$ cat src/rtl/sdram_pkg.sv
// sdram_pkg: shared definitions for the SDRAM memory tester.
//   - state_e     : tester FSM states
//   - AddrWidth   : controller word-address width (cmd port)
//   - DataWidth   : controller data width (cmd port)
//   - LfsrTaps    : Galois tap mask of the 16-bit pattern LFSR
//   - DefaultSeed : default LFSR seed
//   - lfsr_next() : one right-shift Galois step
package sdram_pkg;

    localparam int          AddrWidth   = 23;
    localparam int          DataWidth   = 16;
    localparam logic [15:0] LfsrTaps    = 16'hB400;
    localparam logic [15:0] DefaultSeed = 16'h0001;

    typedef enum logic [2:0] {
        ST_IDLE,
        ST_WR_ISSUE,
        ST_WR_WAIT,
        ST_RD_ISSUE,
        ST_RD_WAIT,
        ST_DONE
    } state_e;

    function automatic logic [15:0] lfsr_next(input logic [15:0] l);
        return (l >> 1) ^ (l[0] ? LfsrTaps : 16'h0000);
    endfunction

endpackage

$ cat src/rtl/sdram_lfsr16.sv
// sdram_lfsr16: 16-bit Galois LFSR pattern source.
// Ports:
//   clk, rst_ : clock, async active-low reset (value returns to Seed)
//   load      : reload Seed (wins over advance)
//   advance   : step the LFSR once
//   value     : current pattern word
module sdram_lfsr16
    import sdram_pkg::*;
#(
    parameter logic [15:0] Seed = DefaultSeed
) (
    input  logic        clk,
    input  logic        rst_,
    input  logic        load,
    input  logic        advance,
    output logic [15:0] value
);

    always_ff @(posedge clk or negedge rst_) begin
        if (!rst_) begin
            value <= Seed;
        end else if (load) begin
            value <= Seed;
        end else if (advance) begin
            value <= lfsr_next(value);
        end
    end

endmodule

$ cat src/rtl/sdram_mem_tester.sv
// sdram_mem_tester: writes an LFSR pattern over [StartAddr, EndAddr] through
// the SDRAM controller command port, reads it back and compares.
// Ports:
//   clk, rst_       : clock, async active-low reset
//   start           : one-cycle pulse, starts a test when idle
//   cmdTrigger      : one-cycle command strobe
//   cmdAddr/cmdWrite/cmdWriteData : command fields, held until next trigger
//   cmdReadData     : read data, valid while cmdDone=1 after a read
//   cmdDone         : controller ready (level)
//   busy            : test in progress
//   pass/fail       : sticky result of the last test
//   failAddr        : first mismatching address of the last test
//   errCount        : saturating mismatch count
// Optional: define SDRAM_MEM_TESTER_INVERT_PASS_EN to add a second
// write+read sweep using the inverted pattern.
module sdram_mem_tester
    import sdram_pkg::*;
#(
    parameter int                   AddrWidth     = sdram_pkg::AddrWidth,
    parameter int                   DataWidth     = sdram_pkg::DataWidth,
    parameter logic [AddrWidth-1:0] StartAddr     = '0,
    parameter logic [AddrWidth-1:0] EndAddr       = '1,
    parameter logic [15:0]          Seed          = DefaultSeed,
    parameter int                   ErrCountWidth = 8
) (
    input  logic                     clk,
    input  logic                     rst_,
    input  logic                     start,
    output logic                     cmdTrigger,
    output logic [AddrWidth-1:0]     cmdAddr,
    output logic                     cmdWrite,
    output logic [DataWidth-1:0]     cmdWriteData,
    input  logic [DataWidth-1:0]     cmdReadData,
    input  logic                     cmdDone,
    output logic                     busy,
    output logic                     pass,
    output logic                     fail,
    output logic [AddrWidth-1:0]     failAddr,
    output logic [ErrCountWidth-1:0] errCount
);

    // An all-zero seed would lock the LFSR at zero.
    localparam logic [15:0] SeedEff = (Seed == 16'h0000) ? 16'h0001 : Seed;

    state_e                   state, state_d;
    logic [AddrWidth-1:0]     addr, addr_d;
    logic                     trig_d, wr_d, busy_d, pass_d, fail_d;
    logic [AddrWidth-1:0]     cmd_addr_d, fail_addr_d;
    logic [DataWidth-1:0]     wdata_d;
    logic [ErrCountWidth-1:0] err_d;
    logic                     lfsr_load, lfsr_adv;
    logic [15:0]              lfsr, pat;
    logic                     last, mismatch;

    sdram_lfsr16 #(.Seed(SeedEff)) u_lfsr (
        .clk     (clk),
        .rst_    (rst_),
        .load    (lfsr_load),
        .advance (lfsr_adv),
        .value   (lfsr)
    );

`ifdef SDRAM_MEM_TESTER_INVERT_PASS_EN
    // Second sweep flag: pattern is ~LFSR while set.
    logic inv, inv_d;
    assign pat = inv ? ~lfsr : lfsr;

    always_ff @(posedge clk or negedge rst_) begin
        if (!rst_) inv <= 1'b0;
        else       inv <= inv_d;
    end
`else
    assign pat = lfsr;
`endif

    assign last     = (addr == EndAddr);
    assign mismatch = (cmdReadData != pat);

    always_ff @(posedge clk or negedge rst_) begin
        if (!rst_) begin
            state        <= ST_IDLE;
            addr         <= '0;
            cmdTrigger   <= 1'b0;
            cmdAddr      <= '0;
            cmdWrite     <= 1'b0;
            cmdWriteData <= '0;
            busy         <= 1'b0;
            pass         <= 1'b0;
            fail         <= 1'b0;
            failAddr     <= '0;
            errCount     <= '0;
        end else begin
            state        <= state_d;
            addr         <= addr_d;
            cmdTrigger   <= trig_d;
            cmdAddr      <= cmd_addr_d;
            cmdWrite     <= wr_d;
            cmdWriteData <= wdata_d;
            busy         <= busy_d;
            pass         <= pass_d;
            fail         <= fail_d;
            failAddr     <= fail_addr_d;
            errCount     <= err_d;
        end
    end

    // In the WAIT states cmdTrigger is still high during the first cycle,
    // which doubles as the holdoff for the controller's registered done.
    always_comb begin
        state_d     = state;
        addr_d      = addr;
        trig_d      = 1'b0;
        cmd_addr_d  = cmdAddr;
        wr_d        = cmdWrite;
        wdata_d     = cmdWriteData;
        busy_d      = busy;
        pass_d      = pass;
        fail_d      = fail;
        fail_addr_d = failAddr;
        err_d       = errCount;
        lfsr_load   = 1'b0;
        lfsr_adv    = 1'b0;
`ifdef SDRAM_MEM_TESTER_INVERT_PASS_EN
        inv_d       = inv;
`endif
        case (state)
            ST_IDLE: begin
                if (start) begin
                    pass_d      = 1'b0;
                    fail_d      = 1'b0;
                    err_d       = '0;
                    fail_addr_d = '0;
                    addr_d      = StartAddr;
                    lfsr_load   = 1'b1;
                    busy_d      = 1'b1;
`ifdef SDRAM_MEM_TESTER_INVERT_PASS_EN
                    inv_d       = 1'b0;
`endif
                    state_d     = ST_WR_ISSUE;
                end
            end
            ST_WR_ISSUE: begin
                if (cmdDone) begin
                    trig_d     = 1'b1;
                    wr_d       = 1'b1;
                    cmd_addr_d = addr;
                    wdata_d    = pat;
                    state_d    = ST_WR_WAIT;
                end
            end
            ST_WR_WAIT: begin
                if (!cmdTrigger && cmdDone) begin
                    if (last) begin
                        addr_d    = StartAddr;
                        lfsr_load = 1'b1;
                        state_d   = ST_RD_ISSUE;
                    end else begin
                        addr_d    = addr + 1'b1;
                        lfsr_adv  = 1'b1;
                        state_d   = ST_WR_ISSUE;
                    end
                end
            end
            ST_RD_ISSUE: begin
                if (cmdDone) begin
                    trig_d     = 1'b1;
                    wr_d       = 1'b0;
                    cmd_addr_d = addr;
                    state_d    = ST_RD_WAIT;
                end
            end
            ST_RD_WAIT: begin
                if (!cmdTrigger && cmdDone) begin
                    if (mismatch) begin
                        if (!fail) fail_addr_d = addr;
                        fail_d = 1'b1;
                        if (errCount != '1) err_d = errCount + 1'b1;
                    end
                    // Compare happens before the increment, so an EndAddr
                    // at the top of the address space never wraps.
                    if (last) begin
`ifdef SDRAM_MEM_TESTER_INVERT_PASS_EN
                        if (!inv) begin
                            inv_d     = 1'b1;
                            addr_d    = StartAddr;
                            lfsr_load = 1'b1;
                            state_d   = ST_WR_ISSUE;
                        end else begin
                            state_d   = ST_DONE;
                        end
`else
                        state_d = ST_DONE;
`endif
                    end else begin
                        addr_d   = addr + 1'b1;
                        lfsr_adv = 1'b1;
                        state_d  = ST_RD_ISSUE;
                    end
                end
            end
            ST_DONE: begin
                busy_d  = 1'b0;
                pass_d  = ~fail;
                state_d = ST_IDLE;
            end
            default: state_d = ST_IDLE;
        endcase
    end

endmodule
$ cat config.mk
export PLATFORM = sky130hd
export DESIGN_NAME = sdram_mem_tester
export DESIGN_NICKNAME = d
export VERILOG_FILES = /design/src/rtl/sdram_pkg.sv /design/src/rtl/sdram_lfsr16.sv /design/src/rtl/sdram_mem_tester.sv
export SDC_FILE = /design/constraint.sdc
export NUM_CORES = 1
export LEC_CHECK = 0
export ABC_AREA = 1
export ABC_CLOCK_PERIOD_IN_PS = 2800
export CORE_MARGIN = 2
export CORE_UTILIZATION = 24
export DETAILED_ROUTE_END_ITERATION = 12
export PLACE_DENSITY_LB_ADDON = 0.3
export SLEW_MARGIN = 10
export SYNTH_ARGS = -nofsm -noshare
export SYNTH_HDL_FRONTEND = slang
export SYNTH_SLANG_ARGS = --single-unit
$ cat constraint.sdc
create_clock -name clk -period 2.8 [get_ports clk]
set_clock_uncertainty 0.1 [all_clocks]
set_input_delay 0.56 -clock clk [delete_from_list [all_inputs] [get_ports clk]]
set_output_delay 0.56 -clock clk [all_outputs]
set_load 0.01 [all_outputs]
After elaboration in Yosys (flattened, before gate mapping)

Cells that the tools add are included.

Register bits: 117
Bits in latches: 0
RAM bits: 0
Memory bits (read-only): 0
Input port bits: 20
Output and inout port bits: 75
Word-level logic and storage cells: 97
Memories kept: 0

Add/subtract/negate cells: 2
Multipliers: 0
Divide/modulo/power cells: 0
$lt $le $gt $ge: 0
Equal/unequal tests: 17
Shift operators: 0
Multiplexer cells: 45
Bitwise logic cells: 2
Reductions and logical operators: 19

Operators by type and width:

| kind                                                | count |
|---|---|
| 2-to-1 mux 23 bit                                   | 8 |
| one-hot mux 23 bit (3 select lines)                 | 1 |
| 2-to-1 mux 16 bit                                   | 3 |
| one-hot mux 23 bit (2 select lines)                 | 1 |
| 2-to-1 mux 8 bit                                    | 4 |
| adder 23 x 1 -> 23 bit, second input constant       | 1 |
| equality test 23 bit, second input constant         | 1 |
| AND reduction 5 bit                                 | 4 |
| 2-to-1 mux 3 bit                                    | 6 |
| != test 2 bit, second input constant                | 9 |
| != test 16 bit                                      | 1 |
| one-hot mux 8 bit (2 select lines)                  | 1 |
| bitwise XOR 15 x 16 -> 16 bit                       | 1 |
| one-hot mux 3 bit (5 select lines)                  | 1 |
| 2-to-1 mux 1 bit                                    | 14 |
| one-hot mux 1 bit (2 select lines)                  | 5 |
| adder 8 x 1 -> 8 bit, second input constant         | 1 |
| != test 8 bit, second input constant                | 1 |
| nonzero test 2 bit                                  | 4 |
| equality test 3 x 2 -> 1 bit, second input constant | 2 |
| equality test 3 bit, second input constant          | 2 |
| AND reduction 2 bit                                 | 3 |
| AND reduction 4 bit                                 | 1 |
| OR reduction 2 bit                                  | 2 |
| other kinds (8)                                     | 8 |

Depth between registers and ports, before layout

Gate-level depths: netlist of run 1.

Word-level depth: 6
Gate-level depth with buffers: 14
Gate-level depth less buffers: 12

By module

Synthesis of run 1 repeated with hierarchy kept, for this count alone.

Cells, all modules: 743
Area, all modules: 5,893.2 µm²

By module, submodules not included:

| module           | instances | cells an instance | area each (µm²) | seq. area each (µm²) |
|---|---|---|---|---|
| sdram_mem_tester | 1         | 668               | 5,212.5         | 2,527.4 |
| sdram_lfsr16     | 1         | 75                | 680.7           | 401.6 |

Least setup slack after synthesis of run 1

No wires, ideal clock.

Path kind: flip-flop to flip-flop
Start: register addr[0]
End: register addr[18]
Library setup time: 0.117 ns
Arrival: 1.650 ns
Setup slack: 0.933 ns
Stages on the path, launching flop included: 14
Buffers on the path: 1
Period minus slack after synthesis: 1.867 ns
Cells stage by stage: dfrtp_1 -> ha_1 -> inv_1 -> nor2_4 -> nand3_2 -> nor2_2 -> nand3_2 -> nand2_4 -> inv_4 -> buf_6 -> nand2_1 -> nand2_1 -> nand2_1 -> nor2_1

Longest elaborated chain between the ends: 4
Elaborated cells on any way between the ends: 9
Classes of those cells: add/sub (1); eq/ne (2); mux (5); reduce/logical (1)

Ends and longest elaborated chain:

| element                                                        | line                                                                     | RTL |
|---|---|---|
| start, declared                                                | sdram_mem_tester.sv:46                                                   | `logic [AddrWidth-1:0] addr, addr_d;` |
| start signal, assigned                                         | sdram_mem_tester.sv:94                                                   | `addr <= addr_d;` |
| adder 23 x 1 -> 23 bit or equality test 23 bit (tied branches) | sdram_mem_tester.sv:158, sdram_mem_tester.sv:195, sdram_mem_tester.sv:76 |  |
| 2-to-1 mux 23 bit, on equally long branches                    | sdram_mem_tester.sv:181, sdram_mem_tester.sv:153                         |  |
| 2-to-1 mux 23 bit, on equally long branches                    | sdram_mem_tester.sv:173, sdram_mem_tester.sv:152                         |  |
| one-hot mux 23 bit (3 select lines)                            | sdram_mem_tester.sv:126                                                  | `case (state)` |

Several ways; a longest one is shown, not always the timed one. The select of a mux whose other input is x is not followed.
A chain may end at the register's enable or synchronous reset.

Worst setup path after layout of run 1

Start: register addr[1]
End: register addr[5]

Same word-level chain as after synthesis.

==> results of run 1 <==
[sequential cells by signal (all words and copies together) (netlist names), 3 cells and up]
signal / cells
addr: 23
cmdWriteData: 16
failAddr: 23
errCount: 8
u_lfsr.value: 16
cmdAddr: 23
state: 3
[cells by family after synthesis]
group | after synthesis
adder cells (fa/ha/maj) | 2
buffers and inverters | 104
flip-flops | 117
AO/OA/AOI/OAI | 87
XOR/XNOR | 11
AND/OR/NAND/NOR | 407
[worst paths after layout]
check,start,to,slack [ns]
worst max-delay path,addr[1],addr[5],0.52
worst min-delay path,rst_,cmdAddr[11],0.10
worst max register to register,addr[1],addr[5],0.52
worst min register to register,cmdAddr[13],cmdAddr[13],0.37
max in group asynchronous,rst_,failAddr[19],1.97
min in group clk,cmdAddr[13],cmdAddr[13],0.37
[where the power goes]
part	switching, mW	internal (mW)
Combinational	1.29	0.780
Clock	0.831	1.31
Sequential	0.222	1.97
Total	2.34	4.06
[through the flow]
step                      area [um^2]  hold WS [ns]  utilization, %  worst slack, ns
after global placement           7060         0.357            30.2            0.186
final                            7640         0.105            32.7            0.518
after CTS                        7640         0.172            32.7            0.535
after global routing             7640         0.187            32.7            0.311
after detailed placement         7060         0.362            30.2            0.149
after floorplan                  5720         0.164               -            0.933
[layer usage]
metal	GRT usage, %	wire length (um)
met5	0	0
met4	4.38	184
met3	3.16	761
met2	20.7	7410
met1	18.2	7690
[placed cells by master, fill, tap and decap left out, drive strengths merged]
cell,n
a21oi,10
a31oi,1
buf,19
bufinv,2
clkbuf,17
clkdlybuf4s50,93
clkinv,6
clkinvlp,5
dfrtp,116
dfstp,1
ha,2
inv,78
nand2,267
nand3,32
nand4,40
nor2,53
nor3,11
nor3b,1
nor4,1
o211ai,3
o21ai,56
o21bai,1
o22ai,16
or2,2
xnor2,4
xor2,7
[layout make-up]
class | count | share of cell area (%)
tap | 319 | 5.22
clock inverter | 15 | 2.05
timing repair buffer | 112 | 14.2
sequential | 117 | 38.3
inverter | 76 | 3.76
multi-input combinational | 507 | 30.9
clock buffer | 17 | 5.57
==> qor.yml, run 1 <==
cts_tree: "built"
synthesis.area_um2: 5720
critPathMaxFanout: 6
netlist_top_cells_area: "dfrtp_1, nand2_1, inv_1, nand4_1, o21ai_0"
synth_top_family_by_area: "simple AND/OR/NAND/NOR gates"
hp-class: "primary input to async pin"
cap_violations: 0
avgRoutedWirePerCell_um: 13.8
drive_gt1_share_pct: 9.00
place_inst: 1131
grt_pass1_wl_mm: 25.8
synthCells: 728
grt_pass1_vias: 4814
cts_max_path_buffers: 2
rows: 56
antenna_found_initial: 0
grt_use_total_pct: 13.3
vias_per_cell: 4.38
drv_slew: 0
synth-main-ff-cell: "dfrtp_1"
gp_congestion: 0.862
port_buffers: 94
slowest_delay_ns: 0.46
synthArstFlopShare_pct: 100
synthXorXnorAreaFrac_pct: 1.68
cp_common_cell: "nand2_1"
drtIter0Drc: 298
synth.most_common_cell: "nand2_1"
setup-tns-final_ns: 0
grt_start_max_net_pins: 118
core_area_um2: 23400
fillers: 2542
vias: 5095
die_x_um: 158
drc: 0
fmax_ghz: 0.438
synthToLayoutAreaGrowth_pct: 33.6
yosys.area_share.simple_pct: 30.9
num_antenna_cells: 0
cp-start-kind: "register"
power_mw: 6.40
worst_slew_pin_slew_ns: 0.684
crit_buf_inv: 2
maxSlewHeadroom_pct: 54.4
multi_input_area_um2: 2360
cts_resized: 0
rsz0062_at_grt: "no"
synth_edf_count: 0
clockRootBuffer: "clkbuf_16"
cts_hold_buf: 0
post-cts-setup-buffers: 0
initial_core_util_pct: 24.4
muxShareOfSynthArea_pct: 0
synth.avg_cell_area_um2: 7.86
arrival_ns: 2.48
clkLatencyLatePin_ns: 0.42
ios: 95
wirelength_mm: 16.0
ctsHtreeMaxLevel: 4
grt_overflow: 0
worstPathRequired_ns: 2.99
status: "finished clean"
powerDensity_nw_per_um2: 838
yosysSeqAreaShare_pct: 51.2
synth.distinct_cells: 37
ff_latch_area_um2: 2930
min_period_ns: 2.28
ys_warn_count: 0
reg2reg_depth: 11
nets: 853
die_area_um2: 25100
ir_drop_v: 0.000342
stdcell_count: 1163
hpwlAfterDp_mm: 11.5
finalHoldViolCount: 0
cts.sinks: 117
die-height_um: 158
crit_chain: "ha_1, inv_1, nor2_4, nand2_1, nor3_2, buf_4, nand2_1, nand3_1, o21ai_0, nand2_1, nand2_1"
synth_compound_area_share_pct: 8.23
leakagePower_nw: 3.46
drtPass1Iterations: 5
synth.top_cells.by_count: "nand2_1, dfrtp_1, inv_1"
postRouteAntennaNets: 0
finalSetupViolations: 0
cts-buffers-inserted: 17
synth_fa_ha_area_share_pct: 0.438
end_kind: "register"
criticalPathCategory: "register to register"
netlist.area_leader.share_pct: 50.8
crit_path_top_delay_cell: "dfrtp_1"
yosysTopAreaCell: "dfrtp_1"
synth_nets: 750
critical_path_depth: 11
period_share_pct: 81.5
synth_seq_cells: 117
critPathTopFamily: "simple AND/OR/NAND/NOR gates"
clk_pin_slew_ns: 0.06
(Power assumes the default switching activity.)
==> inputs of run 2 (changes only) <==
--- a/config.mk
+++ b/config.mk
@@ -6,7 +6,7 @@
 export NUM_CORES = 1
 export LEC_CHECK = 0
 export ABC_AREA = 1
-export ABC_CLOCK_PERIOD_IN_PS = 2800
+export ABC_CLOCK_PERIOD_IN_PS = 2100
 export CORE_MARGIN = 2
 export CORE_UTILIZATION = 24
 export DETAILED_ROUTE_END_ITERATION = 12
==> constraint.sdc (replaced) <==
create_clock -name clk -period 2.1 [get_ports clk]
set_clock_uncertainty 0.1 [all_clocks]
set_input_delay 0.42 -clock clk [delete_from_list [all_inputs] [get_ports clk]]
set_output_delay 0.42 -clock clk [all_outputs]
set_load 0.01 [all_outputs]
==> run 2 against run 1 <==
Sequential power up 32%; wire length up 2.4%; critical path type is now register to output pin; critical endpoint is now errCount[4]; critical path depth down 10; die area unchanged; hold slack better by 0.26 ns; cell count is 2.9% higher.
==> qor.yml, run 2 (synthesis results as in run 1) <==
cts.sinks: 117  # unchanged
drc: 0  # unchanged
fillers: 2474  # -2.7%
ir_drop_v: 0.000515  # +51%
num_antenna_cells: 0  # unchanged
grt_pass1_vias: 4800  # -0.29%
cts_max_path_buffers: 2  # unchanged
reg.largest.list: "addr (23), cmdAddr (23), failAddr (23)"
end_kind: "output pin"
wirelength_mm: 16.4  # +2.4%
clkLatencyLatePin_ns: 0.42  # about the same
status: "finished clean"
die_area_um2: 25100  # unchanged
clk_pin_slew_ns: 0.06  # about the same
hp-start: "cmdAddr[7]"
grt_start_max_net_pins: 43  # -64%
slowest_delay_ns: 0.59  # +0.13 ns
vias: 5192  # +1.9%
mostFrequentLayoutCells: "nand2_1, dfrtp_1, clkdlybuf4s50_1"
vias_per_cell: 4.34  # -0.99%
period_share_pct: 95.3
antenna_found_initial: 0  # unchanged
leakagePower_nw: 3.69  # +6.5%
maxSlewHeadroom_pct: 68.5  # +14 points
grt_use_total_pct: 13.7  # +0.36 points
crit_path_top_delay_cell: "clkdlybuf4s50_1"
cap_violations: 0  # unchanged
r2r-start: "addr[5]"
grt_overflow: 0  # unchanged
timing.hold.ws_ns: 0.367  # +0.263 ns
worst_slew_pin_slew_ns: 0.473  # -0.211 ns
initial_core_util_pct: 24.4  # unchanged
core_area_um2: 23400  # unchanged
final_common_cell: "nand2_1"
nets: 887  # +4.0%
powerDensity_nw_per_um2: 1110  # +33%
criticalPathCategory: "register to output pin"
fmax_ghz: 0.500
place_area_um2: 7400  # +4.7%
stdcell_count: 1197  # +2.9%
post-cts-setup-buffers: 0  # unchanged
cts-buffers-inserted: 17  # unchanged
die-height_um: 158  # unchanged
avgRoutedWirePerCell_um: 13.7  # -0.50%
clockRootBuffer: "clkbuf_16"
grt_pass1_wl_mm: 26.1  # +1.2%
min_period_ns: 2.00
die_x_um: 158  # unchanged
fin_area_um2: 7990  # +4.6%
place_inst: 1164  # +2.9%
drive_gt1_share_pct: 12.2  # +3.2 points
cp-start-kind: "register"
drtIter0Drc: 362  # +21%
synthToLayoutAreaGrowth_pct: 39.7
gp_congestion: 0.830  # -3.8%
cts_tree: "built"
arrival_ns: 1.48  # -1.00 ns
worstPathRequired_ns: 1.58  # -1.41 ns
rows: 56  # unchanged
drv_slew: 0  # unchanged
hp-class: "register to register"
critPathTopFamily: "buffers and inverters"
finalHoldViolCount: 0  # unchanged
finalSetupViolations: 0  # unchanged
port_buffers: 94  # unchanged
ios: 95  # unchanged
drtPass1Iterations: 5  # unchanged
postRouteAntennaNets: 0  # unchanged
pre_cts_ws_ns: -0.257  # -0.406 ns
rsz0062_at_grt: "no"
crit_chain: "clkdlybuf4s50_1"
critPathMaxFanout: 7  # +1
ctsHtreeMaxLevel: 4  # unchanged
power_mw: 8.90  # +39%
hpwlAfterDp_mm: 11.9  # +3.1%
layout_setup_ws_ns: 0.0981  # -0.419 ns
crit_buf_inv: 1  # -1
crit_start: "errCount[4]"
==> run 2: final timing paths <==
kind / end / slack, ns / depth (start not counted)
setup / recovery: errCount[4] / 0.1 / 1
max in group asynchronous: failAddr[3] / 0.88 / 3
hold reg to reg: cmdAddr[7] / 0.37 / 2
hold / removal: cmdAddr[7] / 0.37 / 2
setup reg to reg: addr[8] / 0.18 / 10
min in group asynchronous: addr[9] / 0.41 / 2
==> run 2: through the flow <==
step / setup TNS, ns / util, %
2_1_floorplan: 0 / -
3_3_place_gp: -11.39 / 31.6
3_5_place_dp: -12.92 / 31.6
4_1_cts: 0 / 34.1
5_1_grt: 0 / 34.1
6_report: 0 / 34.1
==> run 2: final cells by class <==
| class | count | area, um^2 | share of cell area [%] |
|---|---|---|---|
| Inverter | 76 | 288 | 3.60 |
| Multi-Input combinational cell | 507 | 2370 | 29.6 |
| Sequential cell | 117 | 2930 | 36.7 |
| Clock buffer | 20 | 447 | 5.59 |
| Tap cell | 319 | 399 | 4.99 |
| Timing Repair Buffer | 146 | 1430 | 17.9 |
| Clock inverter | 12 | 131 | 1.64 |
==> run 2: metal layers <==
layer / share of wire [%] / wire (um) / global-route usage (%)
met5: 0 / 0 / 0
met4: 1.1 / 180 / 4.25
met3: 5.1 / 837 / 3.02
met2: 46 / 7500 / 21.3
met1: 48 / 7920 / 19.0
==> run 2: report_power, final <==
group / switching [mW] / internal [mW] / total (mW)
Combinational: 1.83 / 1.32 / 3.16
Clock: 1.08 / 1.77 / 2.86
Sequential: 0.261 / 2.62 / 2.89
Total: 3.18 / 5.72 / 8.90
==> run 2: timing repair <==
item | 4_1_cts | 5_1_grt
gates resized for setup | 0 | 1
hold buffers | 1 | 0
hold endpoints to repair | 27 | 0
endpoints found under the setup margin | 0 | 3
==> inputs of run 3 (changes only) <==
--- a/config.mk
+++ b/config.mk
@@ -7,6 +7,7 @@
 export LEC_CHECK = 0
 export ABC_AREA = 1
 export ABC_CLOCK_PERIOD_IN_PS = 2100
+export CAP_MARGIN = 20
 export CORE_MARGIN = 2
 export CORE_UTILIZATION = 24
 export DETAILED_ROUTE_END_ITERATION = 12
==> results of run 3 <==
Same layout as run 2: the final DEF is identical, and so are final timing and power.
